[src/rtl/muladd_dot_seq.sv]
// muladd_dot_seq: sequencing controller for a signed 8x8 multiply-add
// datapath. Takes a dot-product job (length, bias), streams operand pairs
// through a registered multiply stage into an ACC_W-bit accumulator, and
// returns the sum over a valid/ready result port.
//
// Build option: define MULADD_DOT_SATURATE_EN to clamp the accumulator on
// overflow instead of letting it wrap modulo 2^ACC_W. In both builds the
// sticky ovf flag reports that an overflow happened during the job.
module muladd_dot_seq #(
    parameter int LEN_W = 8,
    parameter int ACC_W = 20
) (
    input  logic             CLK,
    input  logic             clr,
    input  logic             start,
    input  logic [LEN_W-1:0] len,
    input  logic [ACC_W-1:0] bias,
    output logic             busy,
    input  logic             in_valid,
    output logic             in_ready,
    input  logic [7:0]       a,
    input  logic [7:0]       b,
    output logic             out_valid,
    input  logic             out_ready,
    output logic [ACC_W-1:0] result,
    output logic             ovf
);

    localparam int DATA_W = 8;
    localparam int PROD_W = 2 * DATA_W;

    typedef enum logic [1:0] {
        S_IDLE,
        S_RUN,
        S_DRAIN,
        S_DONE
    } state_t;

    state_t                    r_state;
    logic [LEN_W-1:0]          r_cnt;
    logic                      r_ovf;

    // stage 1: latched operand pair
    logic signed [DATA_W-1:0]  r_a_p1;
    logic signed [DATA_W-1:0]  r_b_p1;
    logic                      r_vld_p1;

    // stage 2: accumulator
    logic signed [ACC_W-1:0]   r_acc_p2;

    logic                      w_accept;
    logic signed [PROD_W-1:0]  w_prod_p1;
    logic signed [ACC_W:0]     w_sum_p1;
    logic                      w_ovf_p1;
    logic signed [ACC_W-1:0]   w_next_acc_p1;

    // True overflow: the ACC_W+1-bit sum does not fit back into ACC_W bits.
    function automatic logic f_ovf(input logic signed [ACC_W:0] s);
        return s[ACC_W] != s[ACC_W-1];
    endfunction

`ifdef MULADD_DOT_SATURATE_EN
    // Clamp to the most positive / most negative value on overflow; the
    // extra top bit of the wide sum carries the true sign.
    function automatic logic signed [ACC_W-1:0] f_sat(input logic signed [ACC_W:0] s);
        if (f_ovf(s)) begin
            if (s[ACC_W]) begin
                return {1'b1, {(ACC_W-1){1'b0}}};
            end
            return {1'b0, {(ACC_W-1){1'b1}}};
        end
        return s[ACC_W-1:0];
    endfunction
`endif

    assign w_accept  = (r_state == S_RUN) && in_valid;
    assign in_ready  = (r_state == S_RUN);
    assign busy      = (r_state != S_IDLE);
    assign out_valid = (r_state == S_DONE);
    assign result    = r_acc_p2;
    assign ovf       = r_ovf;

    // ---- stage 1 -> stage 2 boundary: product and wide sum ----
    assign w_prod_p1 = r_a_p1 * r_b_p1;
    assign w_sum_p1  = {r_acc_p2[ACC_W-1], r_acc_p2}
                     + {{(ACC_W+1-PROD_W){w_prod_p1[PROD_W-1]}}, w_prod_p1};
    assign w_ovf_p1  = f_ovf(w_sum_p1);

`ifdef MULADD_DOT_SATURATE_EN
    assign w_next_acc_p1 = f_sat(w_sum_p1);
`else
    assign w_next_acc_p1 = w_sum_p1[ACC_W-1:0];
`endif

    // Operand capture for each accepted pair; data path carries no reset.
    always_ff @(posedge CLK) begin
        if (w_accept) begin
            r_a_p1 <= $signed(a);
            r_b_p1 <= $signed(b);
        end
    end

    // Job sequencing FSM plus accumulator, valid pipeline and sticky overflow.
    always_ff @(posedge CLK) begin
        if (clr) begin
            r_state  <= S_IDLE;
            r_cnt    <= '0;
            r_vld_p1 <= 1'b0;
            r_acc_p2 <= '0;
            r_ovf    <= 1'b0;
        end else begin
            r_vld_p1 <= w_accept;

            if (r_vld_p1) begin
                r_acc_p2 <= w_next_acc_p1;
                if (w_ovf_p1) begin
                    r_ovf <= 1'b1;
                end
            end

            case (r_state)
                S_IDLE: begin
                    if (start) begin
                        r_acc_p2 <= $signed(bias);
                        r_ovf    <= 1'b0;
                        r_cnt    <= len;
                        r_state  <= (len != '0) ? S_RUN : S_DONE;
                    end
                end
                S_RUN: begin
                    if (w_accept) begin
                        r_cnt <= r_cnt - LEN_W'(1);
                        if (r_cnt == LEN_W'(1)) begin
                            r_state <= S_DRAIN;
                        end
                    end
                end
                S_DRAIN: begin
                    r_state <= S_DONE;
                end
                S_DONE: begin
                    if (out_ready) begin
                        r_state <= S_IDLE;
                    end
                end
                default: begin
                    r_state <= S_IDLE;
                end
            endcase
        end
    end

endmodule
[config.mk]
export PLATFORM = sky130hd
export DESIGN_NAME = muladd_dot_seq
export DESIGN_NICKNAME = d
export VERILOG_FILES = /design/src/rtl/muladd_dot_seq.sv
export SDC_FILE = /design/constraint.sdc
export NUM_CORES = 1
export LEC_CHECK = 0
export BUFFER_PORTS_ARGS = -buffer_cell sky130_fd_sc_hd__buf_2
export CAP_MARGIN = 20
export CORE_MARGIN = 3
export CORE_UTILIZATION = 42
export CTS_BUF_LIST = sky130_fd_sc_hd__clkbuf_8
export DETAILED_ROUTE_END_ITERATION = 6
export HOLD_SLACK_MARGIN = 0.06
export PLACE_DENSITY = 0.7
export SLEW_MARGIN = 20
export SYNTH_ARGS = -nofsm -noshare
export SYNTH_HDL_FRONTEND = slang
export SYNTH_SLANG_ARGS = --single-unit
[constraint.sdc]
create_clock -name CLK -period 7.3 [get_ports CLK]
set_input_delay 0.365 -clock CLK [delete_from_list [all_inputs] [get_ports CLK]]
set_output_delay 0.365 -clock CLK [all_outputs]
set_load 0.03 [all_outputs]
== Word-level counts from Yosys, hierarchy flattened ==
Cells that the tools add are included.
Storage, ports and cells
  flip-flop bits (word level): 48
  output and inout port bits: 24
  word-level logic and storage cells: 42
Operators by class
  add/subtract/negate cells: 2
  multipliers: 1
  equality and inequality tests: 9
  muxes and demuxes: 16
  reduce and logical (&&, ||, !) cells: 7
Operators with widths (count)
  two-way mux 20 bit: 3
  adder 20 x 16 -> 21 bit: 1
  multiplier 8 x 8 -> 16 bit: 1
  two-way mux 8 bit: 2
  one-hot mux 8 bit (2 select lines): 1
  two-way mux 2 bit: 5
  equality test 8 x 1 -> 1 bit (second input constant): 1
  one-hot mux 2 bit (4 select lines): 1
  nonzero test 8 bit: 1
  subtractor 8 x 1 -> 8 bit (second input constant): 1
  != test 2 x 1 -> 1 bit (second input constant): 3
  equality test 2 bit (second input constant): 2
  two-way mux 1 bit: 4
  AND reduction 4 bit: 1
  nonzero test 2 bit: 2
  AND reduction 3 bit: 1
  equality test 2 x 1 -> 1 bit (second input constant): 1
  logical NOT 2 bit: 1
  != test 2 bit (second input constant): 1
  logical AND 1 bit: 1
  != test 1 bit: 1

== Logic depth before layout (Yosys ltp) ==
Gate-level depths: netlist of the first run.
  depth after elaboration: 7
  mapped depth: 20
  depth with buffers taken out: 18

== Worst setup path after synthesis of the first run ==
OpenSTA, ideal clock, no wires.
  path type: reg-to-reg
  start: reg r_b_p1[0]
  end: reg r_ovf (netlist: ovf)
  setup time: 120 ps
  data arrival time: 5302 ps
  slack: 1879 ps
  cell stages (with the launch flop): 17
  buffers on the path: 0
  cell sequence: edfxtp_1 > and2_1 > inv_1 > fa_1 > inv_1 > fa_1 > fa_1 > fa_1 > fa_1 > ha_1 > o211ai_1 > o21a_1 > a211oi_4 > o311a_1 > a21o_1 > and2_0 > a211o_1
Between the ends
  word-level cells in the longest chain between the ends: 7
RTL lines
  start: declaration: RTL line 45  | logic signed [DATA_W-1:0] r_b_p1;
  start signal: assignment: RTL line 99  | r_b_p1 <= $signed(b);
  multiplier 8 x 8 -> 16 bit (*): RTL line 84  | assign w_prod_p1 = r_a_p1 * r_b_p1;
  adder 20 x 16 -> 21 bit (*): RTL line 86  | + {{(ACC_W+1-PROD_W){w_prod_p1[PROD_W-1]}}, w_prod_p1};
  != test 1 bit (*): RTL line 59  | return s[ACC_W] != s[ACC_W-1];
  two-way mux 1 bit (*): RTL line 116  | if (w_ovf_p1) begin
  two-way mux 1 bit (*): RTL line 114  | if (r_vld_p1) begin
  two-way mux 1 bit: RTL line 123  | if (start) begin
  two-way mux 1 bit (*): RTL line 121  | case (r_state)
  end signal: assignment: RTL line 110  | r_ovf <= 1'b0;
  end signal: assignment: RTL line 117  | r_ovf <= 1'b1;
  end signal: assignment: RTL line 125  | r_ovf <= 1'b0;
  end: declaration: RTL line 41  | logic r_ovf;
Mark *: on every way between the ends. The rest lies on a longest branch, timed or not.
A chain may end at the register's enable or synchronous reset.

== Worst setup path after layout of the first run ==
Same ends and word-level chain as after synthesis.

==> metrics.md, run 1 <==
| Metric | Value |
|---|---|
| Flops & latches, synth | `48` |
| Crit path kind | `register to register` |
| Row cnt | `42` |
| Worst-path clk slew | `110 ps` |
| GP Congestion | `0.887` |
| Layout cells sized above 1 | `0.132` |
| Data arrival, critical path | `6070 ps` |
| First-pass GRT wire length | `23200 um` |
| P&R area growth vs syn | `10.9%` |
| Clk sinks | `48` |
| Effective utilization at floorplan | `0.437` |
| Slew Limit Fails | `0` |
| CTS tree | `done` |
| Mapped Area | `0.00590 mm2` |
| Synth Instances | `606` |
| H-tree levels | `2` |
| Wire length on met3 | `558 um` |
| Fin nets | `867` |
| Max-cap violations | `0` |
| RSZ-0062 raised after global routing | `false` |
| Placed Area | `0.00642 mm2` |
| Crit path max fanout | `13` |
| Largest net degree at the start of global routing | `37` |
| Least-Margin Pin Slew | `1070 ps` |
| Number of global-route vias before repair | `4746` |
| Die footprint | `0.0155 mm2` |
| CTS Hold Buffers Added | `0` |
| EDFF count, synth | `16` |
| Worst setup SP type | `register` |
| CTS buffer count | `5` |
| DR vias | `4467` |
| Ant diodes | `0` |
| Status | `finished, final reports clean` |
| Root Driver | `clkbuf_8` |
| Final ANT Viol Nets | `0` |
| Critical path endpoint category | `register` |
| Final setup fails | `0` |
| DRT iter0 DRCs | `182` |
| Global-route usage over all layers | `0.183` |
| Avg Inst Size Synth | `9.73 um2` |
| Min setup slack post-route | `1480 ps` |
| Via density per instance | `5.27` |
| CORE AREA | `0.0135 mm2` |
| Max Clk Rate | `172 MHz` |
| Async SR Flop Fraction | `0` |
| I/O pin cnt | `73` |
| Final period util | `0.798` |
| Top routing layer used | `met4` |
| Hpwl dp | `11400 um` |
| Final min period | `5820 ps` |
| Synth Flop Type | `dfxtp_1` |
| Antenna violations before repair | `0` |
| Post_cts resized | `0` |
| Die Wd | `124 um` |
| Drt wl/cell | `16.2 um` |
| DR WL met2 | `6850 um` |
| Relative slew slack | `0.286` |
| GR Overflow Total | `0` |
| Place WS | `1470 ps` |
| Yosys cell types | `53` |
| Vert. Die Dim | `124 um` |
| DR pass1 iterations | `4` |
| M1 WL | `5990 um` |
| Largest buffer count on any clock path | `2` |
| I/O Buffers | `72` |
| # DRC | `0` |
| Sequential share of the synthesized area | `0.190` |
| Worst-Skew Late Latency | `340 ps` |
| Warnings from Yosys | `0` |
| Final design area excluding fillers | `0.00654 mm2` |
| Worst hold path class | `input port to register` |
| Worst EP required | `7540 ps` |
| Hold Vio Cnt, Final | `0` |
| Postcts setup bufs | `0` |
| Final wirelength | `13700 um` |
| Fin Clk Skew | `21.8 ps` |
| Final TNS setup | `0 ps` |
| Syn nets | `802` |
-- synth_stat cells, drive strengths merged, types with 5 or more instances --
| cell type | number | share of area |
|---|---|---|
| dfxtp | 32 | 0.11 |
| edfxtp | 16 | 0.081 |
| clkbuf | 14 | 0.0089 |
| a211oi | 24 | 0.034 |
| xnor2 | 9 | 0.013 |
| fa | 92 | 0.31 |
| nor2b | 11 | 0.012 |
| a21o | 8 | 0.010 |
| inv | 105 | 0.067 |
| nand2 | 42 | 0.027 |
| and3 | 5 | 0.0055 |
| a21oi | 27 | 0.023 |
| nor3 | 5 | 0.0042 |
| o21ai | 19 | 0.016 |
| nor2 | 28 | 0.018 |
| or3 | 6 | 0.0064 |
| and2 | 34 | 0.036 |
| ha | 55 | 0.12 |
| a31oi | 5 | 0.0053 |
| mux2i | 16 | 0.027 |
-- cell families after synthesis --
family / synth area share
simple gates: 0.128
fa+ha+maj: 0.429
buf+inv: 0.0789
compound gates: 0.126
flops: 0.190
mux: 0.0291
xor+xnor: 0.0193
-- layout by cell type, fill, tap and decap left out, types with 2 or more instances in the layout --
master and n:
fa_1 92, nand3_1 4, dfxtp_1 32, edfxtp_1 16
o21a_1 4, inv_1 105, or3_1 6, and2_1 33
a31oi_1 5, a21o_1 8, nor3_1 5, o21bai_1 2
nand2b_1 3, nor4_1 4, xnor2_1 9, o22ai_1 2
buf_4 2, nor2b_1 11, a22oi_1 4, nand2_1 42
and3_1 4, ha_1 55, buf_2 72, a21oi_1 27
mux2i_1 16, a211oi_1 22, clkinv_4 2, clkbuf_8 5
nor3b_1 2, xor2_1 4, o21ai_0 18, nor2_1 28
nand4_1 3, o31ai_1 3, a221o_1 2
-- layout make-up --
class | instances | area [um2]
fill | 1284 | 6970
clock buffer | 5 | 68.8
clock inverter | 3 | 47.5
inverter | 106 | 398
timing repair buffer | 74 | 375
sequential | 48 | 1120
multi-input combinational | 436 | 4310
tap | 176 | 220
-- state kept, by name, summed over array words and instances, names as in the netlist --
signal,count
r_a_p1,8
r_cnt,8
r_vld_p1,1
result,20
r_state,2
ovf,1
r_b_p1,8
-- critical path, cell delays in order, from the launching register on --
cell	delay, ps
edfxtp_1	480
and2_1	720
inv_1	130
fa_1	510
inv_1	60
fa_1	530
fa_1	440
fa_1	590
fa_1	420
ha_1	360
o211ai_1	110
o21a_1	260
a211oi_4	340
a22oi_1	160
a21o_1	220
and2_0	160
a211o_1	250
-- through the flow --
step | cells | util | hold WS [ps]
after detailed placement | 840 | 0.476 | 515
after CTS | 848 | 0.484 | 184
after global placement | 840 | 0.476 | 504
after global routing | 848 | 0.484 | 182
after floorplan | 606 | - | 464
final | 848 | 0.484 | 201
-- layer usage --
| layer | vias to the layer above | track usage |
|---|---|---|
| met4 | 0 | 0.0606 |
| met2 | 94 | 0.301 |
| met3 | 22 | 0.0390 |
| met1 | 2228 | 0.241 |
| met5 | - | 0 |
| li1 | 2123 | - |
-- final timing paths --
check            start   endpoint  slack, ps  depth (start not counted)
min               b[2]  r_b_p1[2]        200                          1
max reg2reg  r_b_p1[0]        ovf       1480                         16
min reg2reg   r_cnt[1]   r_cnt[1]        530                          2
max          r_b_p1[0]        ovf       1480                         16
Power of run 1 is left out: the tool's default activity adds up to more than one toggle a clock period on the data nets, which glitch-free logic cannot reach.
==> inputs of run 2 (changes only) <==
- PLACE_DENSITY: 0.7 -> 0.72
- clock period: 7.3 -> 5.3 ns (I/O delays scaled with it)
==> metrics.md, run 2 (same netlist as run 1, synthesis figures left out) <==
| Metric | Value |
|---|---|
| Row cnt | `42 (unchanged)` |
| Ant diodes | `0 (unchanged)` |
| Register area | `0.00112 mm2 (about the same)` |
| Hold Vio Cnt, Final | `0 (unchanged)` |
| WHS Endpoint | `r_a_p1[0] (was r_b_p1[2])` |
| Commonest non-fill, non-tap cell in the layout | `inv_1 (unchanged)` |
| Min setup slack post-route | `125 ps (was 1480 ps)` |
| Final ANT Viol Nets | `0 (unchanged)` |
| P&R area growth vs syn | `16.7% (was 10.9%)` |
| RSZ-0062 raised after global routing | `true (was false)` |
| # DRC | `0 (unchanged)` |
| Worst hold path class | `input port to register (unchanged)` |
| Startpoint of the worst hold path | `a[0] (was b[2])` |
| I/O Buffers | `72 (unchanged)` |
| Largest buffer count on any clock path | `2 (unchanged)` |
| Final period util | `0.976 (was 0.798)` |
| Number of global-route vias before repair | `4849 (was 4746)` |
| Root Driver | `clkbuf_8 (unchanged)` |
| Layout cells sized above 1 | `0.197 (was 0.132)` |
| Final setup fails | `0 (unchanged)` |
| Worst-path clk slew | `100 ps (was 110 ps)` |
| Global-route usage over all layers | `0.184 (was 0.183)` |
| CTS tree | `done (unchanged)` |
| Hpwl dp | `11700 um (was 11400 um)` |
| Worst r2r src | `r_a_p1[7] (was r_b_p1[0])` |
| Clk sinks | `48 (unchanged)` |
| Min Hold Slack | `119 ps (was 201 ps)` |
| Final wirelength | `14100 um (was 13700 um)` |
| Final min period | `5180 ps (was 5820 ps)` |
| CTS Hold Buffers Added | `0 (unchanged)` |
| First-pass GRT wire length | `23700 um (was 23200 um)` |
| H-tree levels | `2 (unchanged)` |
| I/O pin cnt | `73 (unchanged)` |
| Worst Reg-to-Reg Cells | `16 (unchanged)` |
| Antenna violations before repair | `0 (unchanged)` |
| Drt wl/cell | `16.0 um (was 16.2 um)` |
| Fin Clk Skew | `13.3 ps (was 21.8 ps)` |
| Max Clk Rate | `193 MHz (was 172 MHz)` |
| Worst-Skew Late Latency | `310 ps (was 340 ps)` |
| WHS Path Cells | `1 (unchanged)` |
| Via density per instance | `5.23 (was 5.27)` |
| Fin nets | `900 (was 867)` |
| Fin util | `0.509 (was 0.484)` |
| Crit path kind | `register to register (unchanged)` |
| Worst EP required | `5500 ps (was 7540 ps)` |
| Critical path endpoint category | `register (unchanged)` |
| CTS buffer count | `5 (unchanged)` |
| Place WS | `-139 ps (was 1470 ps)` |
| Most frequent cells in the layout | `inv_1 (105), fa_1 (90), buf_2 (72) (was inv_1 (105), fa_1 (92), buf_2 (72))` |
| Crit path max fanout | `10 (was 13)` |
| Slew Limit Fails | `0 (unchanged)` |
| Crit. Startpoint | `r_a_p1[7] (was r_b_p1[0])` |
| DR vias | `4606 (was 4467)` |
| Worst R2R End | `ovf (unchanged)` |
| Final TNS setup | `0 ps (unchanged)` |
| CORE AREA | `0.0135 mm2 (unchanged)` |
| Setup slack on the worst flop-to-flop path | `120 ps (was 1480 ps)` |
| Worst setup SP type | `register (unchanged)` |
| Number of flip-flops in the largest register | `20 (unchanged)` |
| Least-Margin Pin Slew | `738 ps (was 1070 ps)` |
| Die Wd | `124 um (unchanged)` |
| Largest net degree at the start of global routing | `37 (unchanged)` |
| Effective utilization at floorplan | `0.437 (unchanged)` |
| GP Congestion | `0.934 (was 0.887)` |
| Max-cap violations | `0 (unchanged)` |
| Vert. Die Dim | `124 um (unchanged)` |
| Relative slew slack | `0.507 (was 0.286)` |
| Filler cells | `1220 (was 1284)` |
| Multi-input logic area | `0.00442 mm2 (was 0.00431 mm2)` |
| Data arrival, critical path | `5380 ps (was 6070 ps)` |
| DRT iter0 DRCs | `252 (was 182)` |
| Status | `finished, final reports clean (unchanged)` |
| GR Overflow Total | `0 (unchanged)` |
| DR pass1 iterations | `5 (was 4)` |
| Die footprint | `0.0155 mm2 (unchanged)` |
[run 2: final cells by class]
| cell class | count | share of cell area |
|---|---|---|
| flip-flops and latches | 48 | 0.163 |
| multi-input cells | 436 | 0.642 |
| inverters | 106 | 0.0578 |
| clock buffers | 5 | 0.0100 |
| well taps | 176 | 0.0320 |
| repair buffers | 107 | 0.0929 |
| clock inverters | 3 | 0.00218 |
[run 2: worst max path at each step]
stage / endpoint / slack (ps) / cells after the start
floorplan: ovf / 60 / 20
global placement: ovf / -5 / 16
detailed placement: ovf / -140 / 16
CTS: ovf / 20 / 14
global route: ovf / -60 / 16
finish: ovf / 120 / 16
[run 2: metal layers]
metal,global-route usage,vias up,wire (um)
li1,-,2190,-
met1,0.237,2296,5820
met2,0.329,105,7490
met3,0.0214,15,463
met4,0.0496,0,293
met5,0,-,0
[run 2: repair_timing]
item / CTS / global route
setup endpoints to repair: 3 / 8
endpoints found under the hold margin: 0 / 0
resized for setup: 2 / 21
setup buffers: 1 / 11
pin swaps: 1 / 5
[run 2: worst max-delay path: stages (launching register included)]
cell and delay (ps):
edfxtp_1 450, buf_4 160, and2_4 190, buf_4 160
fa_1 460, fa_1 500, fa_1 560, fa_1 410
ha_1 300, ha_1 300, a211oi_2 220, nor2_1 90
or3_1 320, o311a_1 360, a21o_1 170, and2_0 150
a211o_1 240
[run 2: through the flow]
| stage | area, um2 | std cells |
|---|---|---|
| detailed placement | 6580 | 861 |
| global placement | 6580 | 861 |
| floorplan | 5900 | 606 |
| global route | 6880 | 881 |
| finish | 6880 | 881 |
| CTS | 6690 | 870 |
Power of run 2 is left out for the same reason.
